`src/rtl/fnd_seg_capture.sv`:
```
// Receive side of a 6-digit multiplexed FND bus: captures each digit once its select and
// pattern are stable, reverse-decodes the 7-seg pattern and hands frames out on valid/ready.
module fnd_seg_capture #(
  parameter int unsigned STABLE_CNT  = 4,
  parameter bit          COM_ACT_LOW = 1'b0,
  parameter bit          SEG_ACT_LOW = 1'b0
) (
  input  logic        clk,
  input  logic        rst_n,
  input  logic [5:0]  i_com,
  input  logic [6:0]  i_seg,
  input  logic        i_dp,
  output logic [23:0] o_digits,
  output logic [5:0]  o_dp,
  output logic [5:0]  o_bad,
  output logic        o_valid,
  input  logic        i_ready,
  output logic        o_overrun
);

  localparam int unsigned NDIG   = 6;
  localparam int unsigned SEG_W  = 7;
  localparam int unsigned CODE_W = 4;
  localparam int unsigned IDX_W  = 3;
  localparam int unsigned CNT_W  = $clog2(STABLE_CNT);
  localparam logic [CNT_W-1:0] CNT_MAX = CNT_W'(STABLE_CNT - 1);
  localparam logic [CNT_W-1:0] CNT_CAP = CNT_W'(STABLE_CNT - 2);

  typedef enum logic {SETTLE = 1'b0, HOLD = 1'b1} state_t;

  logic [NDIG-1:0]   com_n_c;
  logic [SEG_W-1:0]  seg_n_c;
  logic              dp_n_c;
  logic [NDIG-1:0]   com_q, com_p;
  logic [SEG_W-1:0]  seg_q, seg_p;
  logic              dp_q, dp_p;
  logic              same_c, sel_ok_c, cap_c, load_c, hs_c;
  logic [IDX_W-1:0]  idx_c;
  logic [CODE_W:0]   dec_c;
  logic [CNT_W-1:0]  cnt_q, cnt_d;
  state_t            state_q, state_d;
  logic [CODE_W-1:0] slot_code [NDIG];
  logic [NDIG-1:0]   slot_dp, slot_bad, seen;
  logic [NDIG*CODE_W-1:0] frame_c;

  // Returns {bad, code}; B and D are indistinguishable from 8 and 0 so they never appear.
  function automatic logic [CODE_W:0] decode7(input logic [SEG_W-1:0] s);
    logic [CODE_W:0] d;
    case (s)
      7'b1111110: d = {1'b0, 4'h0};
      7'b0110000: d = {1'b0, 4'h1};
      7'b1101101: d = {1'b0, 4'h2};
      7'b1111001: d = {1'b0, 4'h3};
      7'b0110011: d = {1'b0, 4'h4};
      7'b1011011: d = {1'b0, 4'h5};
      7'b1011111: d = {1'b0, 4'h6};
      7'b1110000: d = {1'b0, 4'h7};
      7'b1111111: d = {1'b0, 4'h8};
      7'b1110011: d = {1'b0, 4'h9};
      7'b1110111: d = {1'b0, 4'hA};
      7'b1001110: d = {1'b0, 4'hC};
      7'b1001111: d = {1'b0, 4'hE};
      7'b1000111: d = {1'b0, 4'hF};
      default:    d = {1'b1, 4'h0};
    endcase
    return d;
  endfunction

  assign com_n_c = COM_ACT_LOW ? ~i_com : i_com;
  assign seg_n_c = SEG_ACT_LOW ? ~i_seg : i_seg;
  assign dp_n_c  = SEG_ACT_LOW ? ~i_dp  : i_dp;

  // Input register plus its previous value for the stability comparison
  always_ff @(posedge clk) begin
    if (!rst_n) begin
      com_q <= '0; seg_q <= '0; dp_q <= 1'b0;
      com_p <= '0; seg_p <= '0; dp_p <= 1'b0;
    end else begin
      com_q <= com_n_c; seg_q <= seg_n_c; dp_q <= dp_n_c;
      com_p <= com_q;   seg_p <= seg_q;   dp_p <= dp_q;
    end
  end

  assign same_c   = ({com_q, seg_q, dp_q} == {com_p, seg_p, dp_p});
  assign sel_ok_c = $onehot(com_q);
  assign dec_c    = decode7(seg_q);
  assign load_c   = &seen;
  assign hs_c     = o_valid & i_ready;

  always_comb begin
    idx_c = '0;
    for (int unsigned k = 0; k < NDIG; k++)
      if (com_q[k]) idx_c = IDX_W'(k);
  end

  always_comb begin
    frame_c = '0;
    for (int unsigned k = 0; k < NDIG; k++)
      frame_c[k*CODE_W +: CODE_W] = slot_code[k];
  end

  always_ff @(posedge clk) begin
    if (!rst_n) begin
      state_q <= SETTLE;
      cnt_q   <= '0;
    end else begin
      state_q <= state_d;
      cnt_q   <= cnt_d;
    end
  end

  // Capture fires on the cycle the stable count would reach STABLE_CNT-1
  always_comb begin
    state_d = state_q;
    cnt_d   = cnt_q;
    cap_c   = 1'b0;
    case (state_q)
      SETTLE: begin
        if (same_c && sel_ok_c) begin
          if (cnt_q == CNT_CAP) begin
            cap_c   = 1'b1;
            cnt_d   = CNT_MAX;
            state_d = HOLD;
          end else if (cnt_q != CNT_MAX) begin
            cnt_d = cnt_q + CNT_W'(1);
          end
        end else begin
          cnt_d = '0;
        end
      end
      HOLD: begin
        if (!same_c) begin
          cnt_d   = '0;
          state_d = SETTLE;
        end
      end
      default: begin
        cnt_d   = '0;
        state_d = SETTLE;
      end
    endcase
  end

  always_ff @(posedge clk) begin
    if (!rst_n) begin
      seen     <= '0;
      slot_dp  <= '0;
      slot_bad <= '0;
      for (int unsigned k = 0; k < NDIG; k++) slot_code[k] <= '0;
    end else begin
      if (load_c) seen <= '0;
      if (cap_c) begin
        slot_code[idx_c] <= dec_c[CODE_W-1:0];
        slot_bad[idx_c]  <= dec_c[CODE_W];
        slot_dp[idx_c]   <= dp_q;
        seen[idx_c]      <= 1'b1;
      end
    end
  end

  // A load while a frame is still pending and not being accepted flags an overrun
  always_ff @(posedge clk) begin
    if (!rst_n) begin
      o_digits  <= '0;
      o_dp      <= '0;
      o_bad     <= '0;
      o_valid   <= 1'b0;
      o_overrun <= 1'b0;
    end else if (load_c) begin
      o_digits  <= frame_c;
      o_dp      <= slot_dp;
      o_bad     <= slot_bad;
      o_valid   <= 1'b1;
      o_overrun <= ~hs_c & (o_overrun | o_valid);
    end else if (hs_c) begin
      o_valid   <= 1'b0;
      o_overrun <= 1'b0;
    end
  end

endmodule

```
`config.mk`:
```
export PLATFORM = sky130hd
export DESIGN_NAME = fnd_seg_capture
export DESIGN_NICKNAME = d
export VERILOG_FILES = /design/src/rtl/fnd_seg_capture.sv
export SDC_FILE = /design/constraint.sdc
export NUM_CORES = 1
export LEC_CHECK = 0
export BUFFER_PORTS_ARGS = -buffer_cell sky130_fd_sc_hd__buf_2
export CAP_MARGIN = 20
export CORE_ASPECT_RATIO = 0.75
export CORE_MARGIN = 2
export CORE_UTILIZATION = 57
export DETAILED_ROUTE_END_ITERATION = 10
export PLACE_DENSITY = 0.8
export SYNTH_ARGS = -nofsm -noshare
export SYNTH_HDL_FRONTEND = slang
export SYNTH_SLANG_ARGS = --single-unit
export TNS_END_PERCENT = 20
```
`constraint.sdc`:
```
create_clock -name clk -period 5 [get_ports clk]
set_input_delay 0.75 -clock clk [delete_from_list [all_inputs] [get_ports clk]]
set_output_delay 0.75 -clock clk [all_outputs]
set_load 0.1 [all_outputs]
```
**After elaboration in Yosys (flattened, before gate mapping)**

Memory sizes are Yosys's and may differ from the RTL's. A register that Yosys moved wholly into a read port is not among the register bits.
Cells that the tools add are included.

- Mux-type cells: 33
- Equality and inequality tests: 20
- Add/subtract/negate cells: 6
- Shift operators: 0
- Bitwise gates (word level): 6
- Multipliers: 0
- $lt $le $gt $ge: 2
- Reductions and logical operators: 12
- Divide/modulo/power cells: 0

Operators by type and width:

| cell | count |
|---|---|
| $eq A7 B7 Y1 const B | 12 |
| $pmux W5 S14 | 1 |
| $mux W6 | 3 |
| $mux W3 | 5 |
| $eq A14 B14 Y1 | 1 |
| $eq A7 B6 Y1 const B | 2 |
| $mux W1 | 14 |
| $bwmux W6 | 2 |
| $mux W2 | 4 |
| $add A1 B1 Y2 | 3 |
| $logic_not A1 Y1 | 6 |
| $or A6 B6 Y6 | 1 |
| $reduce_and A6 Y1 | 1 |
| $lt A3 B4 Y1 const B | 1 |
| $mux W4 | 1 |
| $ne A2 B2 Y1 const B | 2 |
| $ne A4 B4 Y1 const B | 1 |
| $pmux W2 S2 | 1 |
| $reduce_or A4 Y1 | 1 |
| $add A2 B2 Y3 | 1 |
| $add A3 B2 Y3 | 1 |
| $demux W1 S3 | 1 |
| $eq A3 B1 Y1 const B | 1 |
| $ge A3 B1 Y1 const B | 1 |
| 9 further kinds | 12 |

- Memories: 1
- RAM bits: 24
- Bits in registers: 63
- Output and inout bits: 38
- Latch bits: 0
- ROM bits: 0

Memories:

| name | depth | bits a word | rd ports | clocked after memory_dff | wr ports | RTL line | RTL |
|---|---|---|---|---|---|---|---|
| slot_code | 6 | 4 | 6 | 6 | 6 | 42 | `logic [CODE_W-1:0] slot_code [NDIG];` |

**Depth between registers and ports, before layout**

Gate-level depths: netlist (run 1).

- Depth after elaboration: 12
- Mapped depth: 12
- Gate-level depth less buffers: 11

**Worst setup path after synthesis (run 1)**

No wires, ideal clock.

- Path type: register -> register
- From: register com_q[1]
- To: memory slot_code[0][0] (enable)
- Required time: 4.691 ns
- Clock period less this slack: 3.652 ns
- Slack: 1.348 ns
- Arrival time: 3.343 ns
- Buffers on the path: 0
- Cell stages (with the launch flop): 12
- Library setup time: 0.309 ns
- Path through: dfxtp_1 -> inv_1 -> fa_1 -> fa_1 -> inv_1 -> ha_1 -> fa_1 -> nor4b_4 -> nand4_1 -> nor4_4 -> nand3_1 -> nand2_1

RTL lines:

| item | RTL line | RTL |
|---|---|---|
| start, declared | 34 | `logic [NDIG-1:0] com_q, com_p;` |
| start signal, assigned | 79 | `com_q <= com_n_c; seg_q <= seg_n_c; dp_q <= dp_n_c;` |
| end, declared | 42 |  |

==> results.cfg, run 1 <==
[sta]
finalHoldViolCount = 0
final.setup_skew_ns = 0.0122
timing.setup.tns_ns = 0
hold-worst-slack_ns = 0.464
max_slew_margin_vs_limit = 0.370
tightestPinTransition_ns = 0.940
layout_setup_ws_ns = 0.928
period_minus_slack_ns = 4.07
slew_violations = 0
grt_setup_unrepaired = no
report.final.setup_viol = 0
upper_clock_frequency_limit_ghz = 0.246
min_period_over_period = 0.814

[synth]
synth.cell_area_mm2 = 0.00460
synth_edf_count = 24
synth.lib_cells_used.distinct = 48
synth.yosys.seq_area_share = 0.535
postSynthRegisterBits = 111
synthFlopType = sky130_fd_sc_hd__dfxtp_1
async_flop_share = 0
syn_nets = 493
postSynthCellCount = 470
postSynthAreaPerCell_um2 = 9.79
ys_warn_count = 0

[setup_path]
worstPathMaxFanout = 7
timing_worst_setup_path_type = flop to flop
cpLargestDelayFamily = adder cells
sort_of_element_at_the_end_of_the_critical_path = flop
rrSetupSlack_ns = 0.93
worstReg2RegStart = com_q[3]$_SDFF_PN0_
cp_cell_sequence = inv_1 -> fa_1 -> fa_1 -> inv_1 -> ha_1 -> fa_1 -> nor4b_4 -> nand4_1 -> nor4_4 -> nand3_1 -> nand2_1
critical_path.most_common_cell = sky130_fd_sc_hd__fa_1
arrival_ns = 4.15
worst-path-buf-inv = 2
reg2reg_to = slot_code[0][3]$_SDFFCE_PN0P_
critical_path_required_ns = 5.07
rr_worst_depth = 11
critPathSlowestCell = sky130_fd_sc_hd__dfxtp_1
timing.critical_path.slowest_cell_delay_ns = 0.49
critPathLaunchType = flop

[floorplanning]
core-area_mm2 = 0.00785
initial_core_util = 0.586
die_w_um = 108
overall_die_area_mm2 = 0.00881
io-pin-count = 55
die_h_um = 81.8
std_cell_rows = 28

[place]
dpl.hpwl_mm = 6.26
port-buffer-count = 54
place_congestion = 0.884
post-place-cells = 602
dp_worst_setup_slack_ns = 0.946

[grt]
overflow = 0
grt_use_total = 0.217
antenna_found_initial = 0
first_global_vias = 3049
grt_pass1_wl_mm = 14.7
largest_net_degree_at_the_start_of_global_routing = 51

[route]
drt-total-wl_mm = 9.11
remaining_antenna_violation_count_after_routing = 0
drt_iter0_drc = 289
detail_routed_via_count_per_cell = 5.39
avgRoutedWirePerCell_um = 14.7
drt_pass1_iterations = 4
drc = 0
vias = 3331

[clocking]
cts.root.buffer_cell = sky130_fd_sc_hd__clkbuf_8
cts_inserted_buffers = 9
clk_pin_slew_worst_paths_ns = 0.10
clkLatencyLatePin_ns = 0.37
cts.hold.buffers_added = 0
clockBufferDepth = 2
postCtsSetupBuffers = 0
postCtsResizedCells = 0
cts_num_sinks = 111
tritoncts = done
htree_levels = 3

[hold_path]
worstHoldPathCells = 2
hold_path_end = o_digits[17]$_SDFFE_PN0P_
worst_hold_startpoint = o_digits[17]$_SDFFE_PN0P_
worstHoldPathType = flop to flop

[final_layout]
fill_cells = 644
post_route_cells_drive_above_1_share = 0.158
final_common_cell = sky130_fd_sc_hd__nand2_1
instances_no_fill = 618
n_antenna_cell = 0
num-nets-final = 531
most-common-layout-cells = 114 x sky130_fd_sc_hd__nand2_1, 87 x sky130_fd_sc_hd__dfxtp_1, 54 x sky130_fd_sc_hd__buf_2
area_growth_from_synthesis_to_layout_pct = 11.1

[pwr]
vdd_drop_max_mv = 0.168
power_leakage_nw = 2.00
power.density_cell_area_mw_per_mm2 = 317

[job]
max-cap-violations = 0

[outcome]
status = complete, no violations
## metal layers
| metal | global-route usage | part of all wire | vias up |
|---|---|---|---|
| met5 | 0 | 0 | - |
| met4 | 0.0692 | 0.014 | 0 |
| met3 | 0.0532 | 0.075 | 14 |
| met2 | 0.342 | 0.45 | 113 |
| met1 | 0.297 | 0.46 | 1552 |
| li1 | - | - | 1652 |
## per-stage QoR
stage / utilization / instance area [um^2] / power [W]
after global routing: 0.651 / 5110 / 0.00168
final: 0.651 / 5110 / 0.00162
after global placement: 0.624 / 4900 / 0.00107
after floorplan: - / 4600 / 0.00105
after CTS: 0.651 / 5110 / 0.00163
after detailed placement: 0.624 / 4900 / 0.00107
## layout make-up
cell class / instances / area [um^2] / area share
sequential: 111 / 2460 / 0.482
multi-input combinational: 316 / 1960 / 0.384
timing repair buffer: 57 / 293 / 0.0573
clock buffer: 12 / 135 / 0.0264
tap: 105 / 131 / 0.0257
clock inverter: 4 / 77.6 / 0.0152
inverter: 13 / 48.8 / 0.00955
## tightest hold or removal path, stage by stage (launching register included)
cell and delay [ns]:
sky130_fd_sc_hd__dfxtp_1 0.32, sky130_fd_sc_hd__nand2_1 0.04, sky130_fd_sc_hd__a21boi_0 0.06
## cell families (layout without fill, tap and decap cells)
group	Yosys count	count (layout)	share of synthesized area
XOR/XNOR	16	16	0.0337
adder cells (fa/ha/maj)	6	6	0.0212
AO/OA/AOI/OAI	67	67	0.110
buffers and inverters	43	86	0.0394
AND/OR/NAND/NOR	214	214	0.232
flip-flops	111	111	0.535
multiplexers	13	13	0.0283
## worst max-delay path by stage
stage | startpoint | endpoint | slack, ns | cells after the start
floorplan | com_q[1]$_SDFF_PN0_ | slot_code[0][0]$_SDFFCE_PN0P_ | 1.35 | 11
global placement | com_q[3]$_SDFF_PN0_ | slot_code[1][1]$_SDFFCE_PN0P_ | 1.06 | 11
detailed placement | com_q[3]$_SDFF_PN0_ | slot_code[2][2]$_SDFFCE_PN0P_ | 0.95 | 11
CTS | com_q[3]$_SDFF_PN0_ | slot_code[2][0]$_SDFFCE_PN0P_ | 0.94 | 11
global route | com_q[3]$_SDFF_PN0_ | slot_code[0][3]$_SDFFCE_PN0P_ | 0.69 | 11
finish | com_q[3]$_SDFF_PN0_ | slot_code[0][3]$_SDFFCE_PN0P_ | 0.93 | 11
## power breakdown
part           total (W)  internal (W)  switching, W
Combinational  0.0000981     0.0000451     0.0000530
Clock           0.000570      0.000286      0.000284
Sequential      0.000953      0.000931     0.0000222
## registers in the layout, indices dropped and copies added, names as in the netlist
signal     flops
dp_p           1
seg_p          7
o_bad          6
cnt_q          2
com_p          6
seen           6
o_valid        1
dp_q           1
o_overrun      1
slot_code     24
com_q          6
o_digits      24
slot_bad       6
seg_q          7
slot_dp        6
state_q        1
o_dp           6
## Yosys cell counts (3+ instances only)
cell type	number	area, um^2
sky130_fd_sc_hd__nand2_1	114	428
sky130_fd_sc_hd__dfxtp_1	87	1740
sky130_fd_sc_hd__a21boi_0	39	293
sky130_fd_sc_hd__and2_1	28	175
sky130_fd_sc_hd__clkbuf_1	24	90.1
sky130_fd_sc_hd__edfxtp_1	24	721
sky130_fd_sc_hd__nor3_1	18	90.1
sky130_fd_sc_hd__nor2_1	17	63.8
sky130_fd_sc_hd__inv_1	13	48.8
sky130_fd_sc_hd__mux2i_1	13	130
sky130_fd_sc_hd__xnor2_1	12	105
sky130_fd_sc_hd__a21oi_1	7	35.0
sky130_fd_sc_hd__nand3_1	7	35.0
sky130_fd_sc_hd__nand2b_1	6	37.5
sky130_fd_sc_hd__nand4_1	5	31.3
sky130_fd_sc_hd__a21boi_1	4	30.0
sky130_fd_sc_hd__buf_2	4	20.0
sky130_fd_sc_hd__fa_1	3	60.1
sky130_fd_sc_hd__ha_1	3	37.5
sky130_fd_sc_hd__o21ai_0	3	15.0
sky130_fd_sc_hd__or3_1	3	18.8
Note: power is estimated with default switching activity, not from simulation.
==> run 2, diff against run 1 <==
--- a/config.mk
+++ b/config.mk
@@ -9,9 +9,9 @@
 export CAP_MARGIN = 20
 export CORE_ASPECT_RATIO = 0.75
 export CORE_MARGIN = 2
-export CORE_UTILIZATION = 57
+export CORE_UTILIZATION = 52
 export DETAILED_ROUTE_END_ITERATION = 10
-export PLACE_DENSITY = 0.8
+export PLACE_DENSITY = 0.77
 export SYNTH_ARGS = -nofsm -noshare
 export SYNTH_HDL_FRONTEND = slang
 export SYNTH_SLANG_ARGS = --single-unit
==> constraint.sdc (replaced) <==
create_clock -name clk -period 3.4 [get_ports clk]
set_input_delay 0.51 -clock clk [delete_from_list [all_inputs] [get_ports clk]]
set_output_delay 0.51 -clock clk [all_outputs]
set_load 0.1 [all_outputs]
==> run 2 against run 1 <==
Net effect:
- the flow now finishes with violations (setup timing)
- via count rose by 2.5%
- die area increased by 9.2%
- wire length grew 3.4%
- clock power up 77%
- maximum frequency up 19%
- largest power group unchanged
- highest routed layer unchanged
==> results.cfg, run 2 (synthesis gave the netlist of run 1 again) <==
[outcome]
violated_checks = setup timing
status = complete, but fails checks

[sta]
tightestPinTransition_ns = 1.05
layout_setup_ws_ns = -0.0120
period_minus_slack_ns = 3.41
final.setup_skew_ns = 0.00670
finalHoldViolCount = 0
report.final.setup_viol = 14
grt_setup_unrepaired = yes
min_period_over_period = 1.00
hold-worst-slack_ns = 0.365
max_slew_margin_vs_limit = 0.292
slew_violations = 0
upper_clock_frequency_limit_ghz = 0.293

[route]
drt_iter0_drc = 285
drt-total-wl_mm = 9.42
detail_routed_via_count_per_cell = 5.37
avgRoutedWirePerCell_um = 14.8
drc = 0
remaining_antenna_violation_count_after_routing = 0
vias = 3415
drt_pass1_iterations = 5

[setup_path]
arrival_ns = 3.62
reg2reg_to = slot_bad[0]$_SDFFE_PN0P_
worstPathMaxFanout = 6
timing_worst_setup_path_type = flop to flop
worstReg2RegStart = com_q[0]$_SDFF_PN0_
critical_path_required_ns = 3.61
sort_of_element_at_the_end_of_the_critical_path = flop
rr_worst_depth = 13
rrSetupSlack_ns = -0.01
critPathLaunchType = flop

[floorplanning]
io-pin-count = 55
core-area_mm2 = 0.00853
initial_core_util = 0.539
die_w_um = 113
std_cell_rows = 29
die_h_um = 85.5
overall_die_area_mm2 = 0.00962

[clocking]
clk_pin_slew_worst_paths_ns = 0.07
tritoncts = done
cts.root.buffer_cell = sky130_fd_sc_hd__clkbuf_16
htree_levels = 3
postCtsSetupBuffers = 0
cts_inserted_buffers = 9
clkLatencyLatePin_ns = 0.35
cts_num_sinks = 111
clockBufferDepth = 2

[pwr]
power.internal_w = 0.00201
seq_power_share = 0.542
power.density_cell_area_mw_per_mm2 = 475
power_leakage_nw = 2.12
share_comb_of_total_power = 0.065
vdd_drop_max_mv = 0.363
power.switching_w = 0.000566
sw_frac_of_total = 0.219
share_of_total_power_in_the_clock_network = 0.393

[final_layout]
num-nets-final = 547
fill_cells = 692
post_route_cells_drive_above_1_share = 0.229
instances_no_fill = 636
n_antenna_cell = 0
multiInputGateArea_mm2 = 0.00207
area_growth_from_synthesis_to_layout_pct = 18.0
biggestRegsByFlops = o_digits x24, slot_code x24
postLayoutCoreUtil = 0.636
seq_area_mm2 = 0.00247
most-common-layout-cells = 107 x sky130_fd_sc_hd__nand2_1, 84 x sky130_fd_sc_hd__dfxtp_1, 54 x sky130_fd_sc_hd__buf_2
final_common_cell = sky130_fd_sc_hd__nand2_1

[place]
port-buffer-count = 54
dpl.hpwl_mm = 6.65
post-place-cells = 621
place_congestion = 0.819
dp_worst_setup_slack_ns = -0.0240

[grt]
busiest_layer_in_global_routing = met2
grtUsageMet1 = 0.268
overflow = 0
globalRouteMet3Util = 0.0657
grt_use_total = 0.205
grt.met2_usage = 0.323
grt_pass1_wl_mm = 15.5
first_global_vias = 3235
largest_net_degree_at_the_start_of_global_routing = 42
antenna_found_initial = 0

[hold_path]
worstHoldPathType = input pin to flop
worst_hold_startpoint = i_seg[5]
worstHoldPathCells = 2
hold_path_end = seg_q[5]$_SDFF_PN0_

[job]
max-cap-violations = 0
run 2: cell types whose count changed in the layout (fill, tap and decap cells not counted), moves of 4 or more:
| cell | delta |
|---|---|
| sky130_fd_sc_hd__buf_4 | +12 |
| sky130_fd_sc_hd__buf_6 | +4 |
| sky130_fd_sc_hd__clkbuf_16 | +9 |
| sky130_fd_sc_hd__clkbuf_8 | -9 |
| sky130_fd_sc_hd__nand2_1 | -7 |
| sky130_fd_sc_hd__nand2_2 | +4 |
| sky130_fd_sc_hd__nand3_1 | -5 |
run 2: routing by layer:
layer | vias to the layer above | wire length, um
li1 | 1685 | -
met1 | 1602 | 4400
met2 | 108 | 4260
met3 | 20 | 546
met4 | 0 | 213
met5 | - | 0
run 2: what timing repair did:
action,CTS,global route
pin swaps,1,2
resized for setup,7,14
hold buffers,0,0
setup endpoints to repair,37,62
run 2: layout make-up:
cell class	instances	area share
clock buffers	11	0.0429
clock inverters	4	0.00876
inverters	13	0.00899
multi-input cells	316	0.381
flip-flops and latches	111	0.454
well taps	108	0.0249
repair buffers	73	0.0789
run 2: worst max-delay path by stage:
| stage | start | to | cells past startpoint |
|---|---|---|---|
| after floorplan | com_q[3]$_SDFF_PN0_ | slot_code[0][0]$_SDFFCE_PN0P_ | 12 |
| after global placement | com_q[0]$_SDFF_PN0_ | slot_code[0][3]$_SDFFCE_PN0P_ | 12 |
| after detailed placement | com_q[0]$_SDFF_PN0_ | slot_bad[0]$_SDFFE_PN0P_ | 13 |
| after CTS | com_q[0]$_SDFF_PN0_ | slot_dp[1]$_SDFFE_PN0P_ | 13 |
| after global routing | com_q[0]$_SDFF_PN0_ | slot_dp[3]$_SDFFE_PN0P_ | 13 |
| final | com_q[0]$_SDFF_PN0_ | slot_bad[0]$_SDFFE_PN0P_ | 13 |
run 2: power groups by stage:
stage	clock network (W)	logic [W]	registers [W]
global route	0.00107	0.000185	0.00140
detailed placement	0	0.000164	0.00143
CTS	0.00103	0.000166	0.00140
floorplan	0	0.000132	0.00141
finish	0.00101	0.000167	0.00140
global placement	0	0.000157	0.00143
run 2: critical path, cell delays in order (launching register included):
cell	delay [ns]
sky130_fd_sc_hd__dfxtp_2	0.33
sky130_fd_sc_hd__inv_2	0.04
sky130_fd_sc_hd__fa_1	0.48
sky130_fd_sc_hd__fa_1	0.49
sky130_fd_sc_hd__inv_1	0.05
sky130_fd_sc_hd__ha_2	0.17
sky130_fd_sc_hd__fa_1	0.47
sky130_fd_sc_hd__nor4b_4	0.28
sky130_fd_sc_hd__nand4_1	0.18
sky130_fd_sc_hd__nor4_4	0.21
sky130_fd_sc_hd__buf_6	0.20
sky130_fd_sc_hd__nand3_4	0.10
sky130_fd_sc_hd__buf_6	0.18
sky130_fd_sc_hd__mux2i_1	0.11
run 2: metrics by stage:
step | total power [W] | TNS [ns] | instance area, um^2
after floorplan | 0.00154 | -3.21 | 4640
after global placement | 0.00158 | 0 | 5070
after detailed placement | 0.00159 | -0.170 | 5070
after CTS | 0.00260 | -0.00304 | 5370
after global routing | 0.00266 | -5.07 | 5430
final | 0.00258 | -0.114 | 5430
==> run 3, diff against run 2 <==
--- a/config.mk
+++ b/config.mk
@@ -9,9 +9,11 @@
 export CAP_MARGIN = 20
 export CORE_ASPECT_RATIO = 0.75
 export CORE_MARGIN = 2
-export CORE_UTILIZATION = 52
+export CORE_UTILIZATION = 54
+export CTS_BUF_LIST = sky130_fd_sc_hd__clkbuf_8
 export DETAILED_ROUTE_END_ITERATION = 10
-export PLACE_DENSITY = 0.77
+export PLACE_DENSITY = 0.8
+export SKIP_CTS_REPAIR_TIMING = 1
 export SYNTH_ARGS = -nofsm -noshare
 export SYNTH_HDL_FRONTEND = slang
 export SYNTH_SLANG_ARGS = --single-unit
==> run 3 against run 2 <==
Net effect:
- the flow still finishes with violations (setup timing)
- via count down 1.2%
- cell area up 0.21%
- cell count up 0.31%
- non-clock buffer count unchanged
- combinational power about the same
- clock-buffer cell count down 2
- clock skew up 0.0054 ns
- wire length down 2.6%
- utilization up 1.2 points
- first-iteration DRC count down 27%
- critical path depth down 1
- critical endpoint is now slot_code[0][1]$_SDFFCE_PN0P_
- maximum frequency down 0.20%
- largest power group unchanged
- critical path type unchanged
==> results.cfg, run 3 (synthesis gave the netlist of run 1 again) <==
[outcome]
status = complete, but fails checks
violated_checks = setup timing

[route]
remaining_antenna_violation_count_after_routing = 0
detail_routed_via_count_per_cell = 5.29
drt_pass1_iterations = 4
drt-total-wl_mm = 9.17
avgRoutedWirePerCell_um = 14.4
drt_iter0_drc = 208
vias = 3373
drc = 0

[pwr]
vdd_drop_max_mv = 0.457
power_leakage_nw = 2.14
power.density_cell_area_mw_per_mm2 = 479

[clocking]
cts_num_sinks = 111
cts_inserted_buffers = 9
clkLatencyLatePin_ns = 0.39
clk_pin_slew_worst_paths_ns = 0.11
tritoncts = done
cts.root.buffer_cell = sky130_fd_sc_hd__clkbuf_8
clockBufferDepth = 2
htree_levels = 3

[setup_path]
critPathLaunchType = flop
timing_worst_setup_path_type = flop to flop
cp_cell_sequence = inv_2 -> fa_1 -> fa_1 -> inv_1 -> ha_2 -> fa_1 -> nor4b_4 -> nand4_1 -> nor4_4 -> buf_6 -> nand3_2 -> nand2_2
arrival_ns = 3.53
timing.critical_path.slowest_cell_delay_ns = 0.50
critPathSlowestCell = sky130_fd_sc_hd__fa_1
critical_path.most_common_cell = sky130_fd_sc_hd__fa_1
critical_path_required_ns = 3.51
sort_of_element_at_the_end_of_the_critical_path = flop
worstPathMaxFanout = 6

[sta]
grt_setup_unrepaired = yes
min_period_over_period = 1.01
finalHoldViolCount = 0
timing.setup.tns_ns = -0.101
upper_clock_frequency_limit_ghz = 0.293
period_minus_slack_ns = 3.42
final.setup_skew_ns = 0.0121
max_slew_margin_vs_limit = 0.301
slew_violations = 0
layout_setup_ws_ns = -0.0186
hold-worst-slack_ns = 0.328
tightestPinTransition_ns = 1.04
report.final.setup_viol = 7

[final_layout]
postLayoutCoreUtil = 0.649
instances_no_fill = 638
most-common-layout-cells = 107 x sky130_fd_sc_hd__nand2_1, 84 x sky130_fd_sc_hd__dfxtp_1, 54 x sky130_fd_sc_hd__buf_2
post_route_cells_drive_above_1_share = 0.242
num-nets-final = 548
final_common_cell = sky130_fd_sc_hd__nand2_1
fill_cells = 682
area_growth_from_synthesis_to_layout_pct = 18.2
seq_area_mm2 = 0.00247
multiInputGateArea_mm2 = 0.00209
n_antenna_cell = 0
biggestRegsByFlops = o_digits x24, slot_code x24

[floorplanning]
overall_die_area_mm2 = 0.00928
std_cell_rows = 29
core-area_mm2 = 0.00838
initial_core_util = 0.549
die_w_um = 111
die_h_um = 83.9
io-pin-count = 55

[place]
post-place-cells = 621
port-buffer-count = 54
dp_worst_setup_slack_ns = -0.00984
dpl.hpwl_mm = 6.17
place_congestion = 0.824

[grt]
antenna_found_initial = 0
grt_use_total = 0.200
overflow = 0
grt_pass1_wl_mm = 15.0
first_global_vias = 3145
largest_net_degree_at_the_start_of_global_routing = 44

[hold_path]
worstHoldPathType = input pin to flop

[job]
max-cap-violations = 0
==> run 3: changes by cell type in the layout (fill, tap and decap cells not counted), moves of 2 or more <==
cell / before / now
sky130_fd_sc_hd__a21boi_2: 3 / 1
sky130_fd_sc_hd__nor3_1: 16 / 13
sky130_fd_sc_hd__clkbuf_16: 9 / 0
sky130_fd_sc_hd__clkbuf_1: 2 / 0
sky130_fd_sc_hd__bufinv_16: 1 / 4
sky130_fd_sc_hd__nand3_2: 2 / 4
sky130_fd_sc_hd__nor3_4: 1 / 3
sky130_fd_sc_hd__clkbuf_8: 0 / 9
sky130_fd_sc_hd__inv_8: 0 / 2
==> run 3: metal layers <==
layer	GRT usage	vias to the layer above	part of all wire
met5	0	-	0
met4	0.0500	0	0.0089
met3	0.0603	9	0.065
met2	0.310	105	0.45
met1	0.276	1577	0.47
li1	-	1682	-
==> run 3: critical path: cells and delay by family, from the launching register on <==
family / cells / cell delay, ns
buffers and inverters: 3 / 0.26
AND/OR/NAND/NOR: 5 / 0.92
adder cells (fa/ha/maj): 4 / 1.62
flip-flops: 1 / 0.35
==> run 3: stage by stage <==
stage / cell area (um^2) / total power (W)
after detailed placement: 5070 / 0.00159
after floorplan: 4640 / 0.00154
after global routing: 5440 / 0.00269
after CTS: 5340 / 0.00262
final: 5440 / 0.00261
after global placement: 5070 / 0.00158
==> run 3: area by class of cell <==
| type | instances | area share |
|---|---|---|
| tap | 108 | 0.0249 |
| multi-input combinational | 317 | 0.384 |
| inverter | 13 | 0.00897 |
| sequential | 111 | 0.454 |
| clock inverter | 7 | 0.0278 |
| timing repair buffer | 73 | 0.0780 |
| clock buffer | 9 | 0.0228 |
==> run 3: path summary, 6_finish.rpt <==
path	startpoint	to	slack (ns)	cells after the start
hold / removal	i_seg[1]	seg_q[1]$_SDFF_PN0_	0.33	2
setup reg to reg	com_q[0]$_SDFF_PN0_	slot_code[0][1]$_SDFFCE_PN0P_	-0.02	12
hold reg to reg	o_digits[14]$_SDFFE_PN0P_	o_digits[14]$_SDFFE_PN0P_	0.46	2
setup / recovery	com_q[0]$_SDFF_PN0_	slot_code[0][1]$_SDFFCE_PN0P_	-0.02	12
==> run 3: report_power, final <==
group | switching (W) | internal, W | leakage, nW
clock | 0.000465 | 0.000576 | 0.138
sequential | 0.0000272 | 0.00137 | 0.950
combinational | 0.0000907 | 0.0000781 | 1.05
